<file path="src/rtl/rate_tick_counter.sv">
// -----------------------------------------------------------------------------
// rate_tick_counter
//
// Programmable-rate tick generator driving a bounded up/down counter.
//
// A down-counting divider is reloaded from one of four compile-time rates.
// Every time it reaches zero while running, it emits a one-cycle tick and
// steps the output counter once. The counter wraps explicitly between 0 and
// CNT_MAX, and pulses `wrap` on the same cycle as the tick that caused it.
//
// Parameters
//   DIV_W    divider width
//   CNT_W    output counter width
//   CNT_MAX  counter terminal value, 1 .. 2**CNT_W-1
//   RATE0..3 divider reload values for rate_sel = 0..3, each < 2**DIV_W
//
// Ports
//   clock     in   1      sole clock, rising edge
//   reset_n   in   1      asynchronous active-low reset
//   run       in   1      level: 1 = advance divider, 0 = hold
//   par_load  in   1      synchronous load / restart
//   load_val  in   CNT_W  counter value applied on par_load (clamped)
//   rate_sel  in   2      selects RATE0..RATE3
//   up_dn     in   1      1 = count up, 0 = count down
//   tick      out  1      registered one-cycle pulse per divider period
//   count     out  CNT_W  registered counter value
//   wrap      out  1      registered one-cycle pulse on counter wrap
// -----------------------------------------------------------------------------
module rate_tick_counter #(
    parameter int unsigned DIV_W   = 28,
    parameter int unsigned CNT_W   = 4,
    parameter int unsigned CNT_MAX = 15,
    parameter int unsigned RATE0   = 0,
    parameter int unsigned RATE1   = 49999999,
    parameter int unsigned RATE2   = 99999999,
    parameter int unsigned RATE3   = 199999999
) (
    input  logic             clock,
    input  logic             reset_n,
    input  logic             run,
    input  logic             par_load,
    input  logic [CNT_W-1:0] load_val,
    input  logic [1:0]       rate_sel,
    input  logic             up_dn,
    output logic             tick,
    output logic [CNT_W-1:0] count,
    output logic             wrap
);

    localparam logic [CNT_W-1:0] LP_CNT_MAX = CNT_W'(CNT_MAX);

    // Per-edge operation. The order of the enumerators is the priority order.
    typedef enum logic [1:0] {
        OP_LOAD,   // par_load: restart divider and load counter
        OP_RATE,   // rate_sel changed: restart divider at the new rate
        OP_RUN,    // run: advance divider, tick when it reaches zero
        OP_HOLD    // nothing to do: freeze divider and counter
    } op_e;

    // Reload value for a given rate selection.
    function automatic logic [DIV_W-1:0] rate_of(input logic [1:0] sel);
        logic [DIV_W-1:0] r;
        case (sel)
            2'd0:    r = DIV_W'(RATE0);
            2'd1:    r = DIV_W'(RATE1);
            2'd2:    r = DIV_W'(RATE2);
            default: r = DIV_W'(RATE3);
        endcase
        return r;
    endfunction

    // -------------------------------------------------------------------------
    // State
    // -------------------------------------------------------------------------
    logic [DIV_W-1:0] r_div;     // cycles remaining before the next tick
    logic [1:0]       r_sel_q;   // rate selection the divider is running at
    logic [CNT_W-1:0] r_count;
    logic             r_tick;
    logic             r_wrap;

    // -------------------------------------------------------------------------
    // Combinational decode
    // -------------------------------------------------------------------------
    op_e              w_op;
    logic [DIV_W-1:0] w_rate_new;     // reload for the requested rate
    logic [DIV_W-1:0] w_rate_cur;     // reload for the rate already applied
    logic [CNT_W-1:0] w_load_clamped;
    logic             w_div_zero;
    logic [CNT_W-1:0] w_count_step;   // counter value after one step
    logic             w_step_wrap;    // that step crosses the 0 / CNT_MAX seam

    assign w_rate_new = rate_of(rate_sel);
    assign w_rate_cur = rate_of(r_sel_q);
    assign w_div_zero = (r_div == '0);

    // Any load above the terminal value is pulled down to it, so a count
    // beyond CNT_MAX can never be reached.
    assign w_load_clamped = (load_val > LP_CNT_MAX) ? LP_CNT_MAX : load_val;

    always_comb begin
        // NOTE: every output of a combinational block gets a default first, so
        // no path can leave it unassigned and infer a latch.
        w_op = OP_HOLD;
        if (par_load) begin
            w_op = OP_LOAD;
        end else if (rate_sel != r_sel_q) begin
            w_op = OP_RATE;
        end else if (run) begin
            w_op = OP_RUN;
        end
    end

    // The wrap is compared explicitly against CNT_MAX and 0 rather than left
    // to binary overflow, because CNT_MAX need not be 2**CNT_W-1.
    always_comb begin
        w_count_step = r_count;
        w_step_wrap  = 1'b0;
        if (up_dn) begin
            if (r_count == LP_CNT_MAX) begin
                w_count_step = '0;
                w_step_wrap  = 1'b1;
            end else begin
                w_count_step = r_count + 1'b1;
            end
        end else begin
            if (r_count == '0) begin
                w_count_step = LP_CNT_MAX;
                w_step_wrap  = 1'b1;
            end else begin
                w_count_step = r_count - 1'b1;
            end
        end
    end

    // -------------------------------------------------------------------------
    // Registers
    // -------------------------------------------------------------------------
    // NOTE: sequential state uses non-blocking assignments only, so every
    // register samples the values from before the edge, whatever the order of
    // the statements.
    always_ff @(posedge clock or negedge reset_n) begin
        if (!reset_n) begin
            // With div = 0 and sel_q = 0, the first running edge after release
            // ticks at once when rate 0 is selected. Any other rate reloads
            // first, because it differs from sel_q.
            r_div   <= '0;
            r_sel_q <= 2'd0;
            r_count <= '0;
            r_tick  <= 1'b0;
            r_wrap  <= 1'b0;
        end else begin
            // Pulses are low unless this edge produces one.
            r_tick <= 1'b0;
            r_wrap <= 1'b0;
            case (w_op)
                OP_LOAD: begin
                    r_div   <= w_rate_new;
                    r_sel_q <= rate_sel;
                    r_count <= w_load_clamped;
                end
                OP_RATE: begin
                    // Abandon the current period and start a full one at the
                    // new rate. The counter keeps its value.
                    r_div   <= w_rate_new;
                    r_sel_q <= rate_sel;
                end
                OP_RUN: begin
                    if (w_div_zero) begin
                        // The reload of RATE gives a period of RATE+1 edges.
                        // up_dn is consulted only here, on tick edges.
                        r_div   <= w_rate_cur;
                        r_tick  <= 1'b1;
                        r_count <= w_count_step;
                        r_wrap  <= w_step_wrap;
                    end else begin
                        r_div <= r_div - 1'b1;
                    end
                end
                OP_HOLD: begin
                    // The divider and counter are frozen. A pause of N edges
                    // therefore shifts the next tick by exactly N edges.
                end
            endcase
        end
    end

    assign tick  = r_tick;
    assign count = r_count;
    assign wrap  = r_wrap;

endmodule
</file>
<file path="config.mk">
export PLATFORM = sky130hd
export DESIGN_NAME = rate_tick_counter
export DESIGN_NICKNAME = d
export VERILOG_FILES = /design/src/rtl/rate_tick_counter.sv
export SDC_FILE = /design/constraint.sdc
export NUM_CORES = 1
export LEC_CHECK = 0
export CAP_MARGIN = 20
export CELL_PAD_IN_SITES_DETAIL_PLACEMENT = 1
export CELL_PAD_IN_SITES_GLOBAL_PLACEMENT = 2
export CORE_ASPECT_RATIO = 1.1
export CORE_MARGIN = 2
export CORE_UTILIZATION = 36
export CTS_CLUSTER_DIAMETER = 100
export CTS_CLUSTER_SIZE = 30
export DETAILED_ROUTE_END_ITERATION = 16
export PLACE_DENSITY = 0.77
export SYNTH_ARGS = -nofsm -noshare
export SYNTH_HDL_FRONTEND = slang
export SYNTH_SLANG_ARGS = --single-unit
</file>
<file path="constraint.sdc">
create_clock -name clock -period 2.23 [get_ports clock]
set_input_delay 0.446 -clock clock [delete_from_list [all_inputs] [get_ports clock]]
set_output_delay 0.446 -clock clock [all_outputs]
set_load 0.05 [all_outputs]
</file>
Yosys cells after proc, flatten, opt, wreduce, memory -nomap -nowiden:

Cells that the tools add are included.

* flip-flop bits (word level): 36
* output and inout bits: 6
* bits of input ports: 11
* word-level logic and storage cells: 47

* equal/unequal tests: 9
* mux-type cells: 20
* $add $sub $neg: 3
* reduce and logical (&&, ||, !) cells: 9
* $lt $le $gt $ge: 1

Operators with widths (number)
* $pmux W28 S3: 2
* $pmux W28 S2: 1
* $logic_not A28 Y1: 1
* $mux W28: 1
* $sub A28 B1 Y28 const B: 1
* $mux W4: 5
* $mux W1: 8
* $pmux W4 S2: 1
* $eq A2 B1 Y1 const B: 3
* $eq A2 B2 Y1 const B: 3
* $logic_not A2 Y1: 3
* $add A4 B1 Y4 const B: 1
* $eq A4 B4 Y1 const B: 1
* $gt A4 B4 Y1 const B: 1
* $logic_not A4 Y1: 1
* $mux W2: 2
* $reduce_bool A2 Y1: 2
* $sub A4 B1 Y4 const B: 1
* $ne A2 B2 Y1: 1
* $ne A2 B2 Y1 const B: 1
* $reduce_and A2 Y1: 1
* $reduce_or A2 Y1: 1

Depth between registers and ports, before layout:

Gate-level depths: netlist of run 1.

* word-level depth: 6
* depth in mapped cells: 10
* depth with buffers taken out: 10

Worst setup path after synthesis of run 1:

Ideal clock, no wire load.

* kind: reg2reg
* start point: reg r_div[0]
* end point: reg r_div[26]
* required time: 2.103 ns
* arrival: 1.879 ns
* library setup time: 0.127 ns
* cell stages (with the launch flop): 9
* buffers on the path: 1
* setup slack: 0.224 ns
* period minus slack after synthesis: 2.006 ns
* cell sequence: dfrtp_1 > inv_1 > ha_1 > nor4b_2 > and3_1 > buf_2 > nand3_1 > o21ai_0 > o2bb2a_1

* word-level cells in the longest chain between the ends: 3
* elaborated cells on any way between the ends: 4
* those cells by class: add/sub: 1; mux: 2; reduce/logical: 1

RTL lines
* start, declared: RTL line 75 `logic [DIV_W-1:0] r_div;`
* start signal, assigned: RTL line 157 `r_div <= w_rate_new;`
* start signal, assigned: RTL line 164 `r_div <= w_rate_new;`
* start signal, assigned: RTL line 171 `r_div <= w_rate_cur;`
* $sub A28 B1 Y28 / $logic_not A28 Y1 (equally long branches): RTL line 176, 94
* $mux W28 *: RTL line 168 `if (w_div_zero) begin`
* $pmux W28 S2 *: RTL line 155 `case (w_op)`

Every way passes the cells marked *; elsewhere a longest branch is shown, timed or not.
A chain may end at the register's enable or synchronous reset.

Worst setup path in the final report of run 1:

* start point: reg r_div[8]
* end point: reg r_div[12]

The elaborated chain is that of the path after synthesis.

==> impl_metrics.yaml, run 1 <==
run_status:
  outcome: "complete, no violations"
sta:
  period_needed_ps: 2184
  tightest_slew_ps: 578.5
  finalHoldViolCount: 0
  tns_ps: 0
  max-slew-margin-rel_pct: 61.44
  finalSetupViolations: 0
  fin_crit_sh_pct: 97.96
  max_clock_freq_mhz: 457.8
  fin_skew_ps: 12.91
  rsz0062_at_grt: "true"
  report.final.slew_viol_count: 0
placed_design:
  place_area_mm2: 0.003143
  dpl.hpwl_um: 6518
  place.port_buffers: 16
  gp_congestion: 0.8705
synthesis:
  synth_cell_types: 57
  yosysSeqAreaShare_pct: 36.14
  synth_area_per_cell_um2: 8.364
  synth_top_area_cell: "dfrtp_1"
  ys.warnings.count: 0
  synth_top_area_share_pct: 36.14
  synth_ff_type: "dfrtp_1"
  syn_nets: 321
  netlist_area_mm2: 0.002492
  synth_edf_count: 0
  netlist_instances: 298
  ys_ff_latch: 36
  synthTopCellsByArea: "dfrtp_1, ha_1, o21ai_0, a21oi_1, nor2_1"
  async_flop_share_pct: 100.0
grt:
  track_usage_pct: 23.26
  grt_antenna_before_repair: 0
  grt_first_pass_wirelength_um: 14070
  grt_pass1_vias: 2709
  grt_overflow: 0
  grt_max_degree: 25
drt:
  vias: 2610
  drt_pass1_iterations: 4
  dr.first_iter.drc_count: 98
  ant_nets: 0
  drc: 0
  drt-total-wl_um: 8817
  post_drt_wl_per_cell_um: 19.46
  viasPerCell: 5.762
clock_network:
  numCtsBuffers: 5
  cts.reportedPaths.clkPinSlew_ps: 90
  clock_latency_ps: 300
  clockRootBuffer: "clkbuf_8"
  clockBufferDepth: 2
  cts_tree: "yes"
  ctsHtreeMaxLevel: 2
  clock-sinks: 36
power:
  fin_total_pwr_w: 0.001936
  ir_drop_mv: 0.3336
  power_density_mw_per_mm2: 550.5
  power_leakage_nw: 1.562
floorplan:
  io_pins: 17
  rows: 31
  die_area_mm2: 0.007606
  core-area_mm2: 0.006633
  fp.dieH_um: 91.27
  start_util_pct: 37.58
  fp.dieW_um: 83.34
min_path:
  hp-class: "in -> async"
flow_run:
  drv_cap: 0
final_layout:
  drive_above_1_share_pct: 29.92
  regArea_um2: 900.9
  final_common_cell: "buf_4"
  fin_area_mm2: 0.003517
  final_nets: 393
  layout_common_cells: "buf_4, nor2_1, dfrtp_1"
  post-route-util_pct: 53.03
  antennaDiodeCount: 0
  multiInputGateArea_mm2: 0.001647
  fillers: 786
  area_growth_syn_to_layout_pct: 41.11
setup_path:
  cpPeakStageDelay_ps: 430
  cp_cell_sequence: "nor4_4, nand4_1, nor3_4, buf_6, a21oi_4, or3_4, a21oi_2"
  cp-start-kind: "flip-flop"
  cp.required_ps: 2460
  cp_num_buf_inv: 1
  cp_max_fo: 5
  cp_top_family: "simple AND/OR/NAND/NOR gates"
  cp.arrival_ps: 2410
  worst_setup_path_end_kind: "flip-flop"
  critPathSlowestCell: "nor4_4"
  critPathKind: "reg -> reg"
-- cell families (layout without fill, tap and decap cells) --
logic type	after synthesis	after routing	synth area share, %
buffers and inverters	31	104	5.573
AOI/OAI and AO/OA	111	111	29.37
muxes	1	1	0.4016
xor gates and xnor gates	3	3	1.054
adders and majority gates	12	12	6.024
and+or+nand+nor	104	104	21.44
DFF	36	36	36.14
-- layout make-up --
type / instances / share of cell area, %
clock buffers: 5 / 1.957
multi-input cells: 231 / 46.82
well taps: 82 / 2.917
clock inverters: 3 / 1.210
repair buffers: 81 / 19.89
inverters: 15 / 1.601
flip-flops and latches: 36 / 25.61
-- flip-flops by register name (all words and copies together) (netlist names) --
name,cells
r_div,28
count,4
r_sel_q,2
tick,1
wrap,1
-- cells in the mapped netlist (3+ instances only) --
library cell,count
a31oi_1,11
nor2_1,36
dfrtp_1,36
nor3_1,12
nor4_1,3
o21ai_0,29
o31ai_1,5
a221o_1,4
inv_1,13
and3_1,5
buf_2,6
a21o_1,3
xor2_1,3
nand3_1,7
a211oi_1,4
or3_1,4
ha_1,12
a21oi_1,27
a22o_1,4
o211ai_1,3
o41ai_1,3
clkbuf_1,7
nand2_1,20
o22a_1,3
-- layer usage --
metal | vias up | GRT usage (%) | wire [µm]
met5 | - | 0 | 0
li1 | 1252 | - | -
met2 | 36 | 39.92 | 4533
met4 | 0 | 5.874 | 109
met1 | 1313 | 30.66 | 3943
met3 | 9 | 3.455 | 230
-- metrics by stage --
stage / setup slack, ps / cells / hold WS [ps]
after floorplan: 224.3 / 298 / 150.4
after global placement: -295.2 / 440 / 472.9
after detailed placement: -383.1 / 440 / 483.4
after CTS: 0.5547 / 449 / 147.7
after global routing: -38.50 / 453 / 162.3
final: 45.53 / 453 / 127.7
-- worst paths after layout --
path / slack [ps] / cells past startpoint / endpoint / start
setup / recovery: 50 / 7 / r_div[12] / r_div[8]
hold / removal: 130 / 1 / r_div[1] / reset_n
setup reg to reg: 50 / 7 / r_div[12] / r_div[8]
hold reg to reg: 510 / 2 / r_div[15] / r_div[15]
max in group asynchronous: 1550 / 2 / r_sel_q[1] / reset_n
min in group clock: 490 / 2 / r_sel_q[1] / rate_sel[1]
-- report_power, final --
part,switching [W],internal (W)
sequential,0.0000840,0.000717
combinational,0.000282,0.000251
clock,0.000270,0.000331
total,0.000637,0.00130
-- what timing repair did --
action | in CTS | in global routing
resized for setup | 9 | 41
endpoints found under the setup margin | 23 | 26
pin swaps | 4 | 16
hold buffers | 0 | 0
cloned | 0 | 0
setup buffers | 1 | 5
(Power assumes the default switching activity.)
==> run 2: changes to the inputs <==
--- a/constraint.sdc
+++ b/constraint.sdc
@@ -3,2 +3,2 @@
 set_output_delay 0.446 -clock clock [all_outputs]
-set_load 0.05 [all_outputs]
+set_load 0.01 [all_outputs]
==> results of run 2 <==
The final DEF is identical to that of run 1. Status: complete, no violations.
Among the figures that moved: total power 0.001936 W -> 0.001914 W
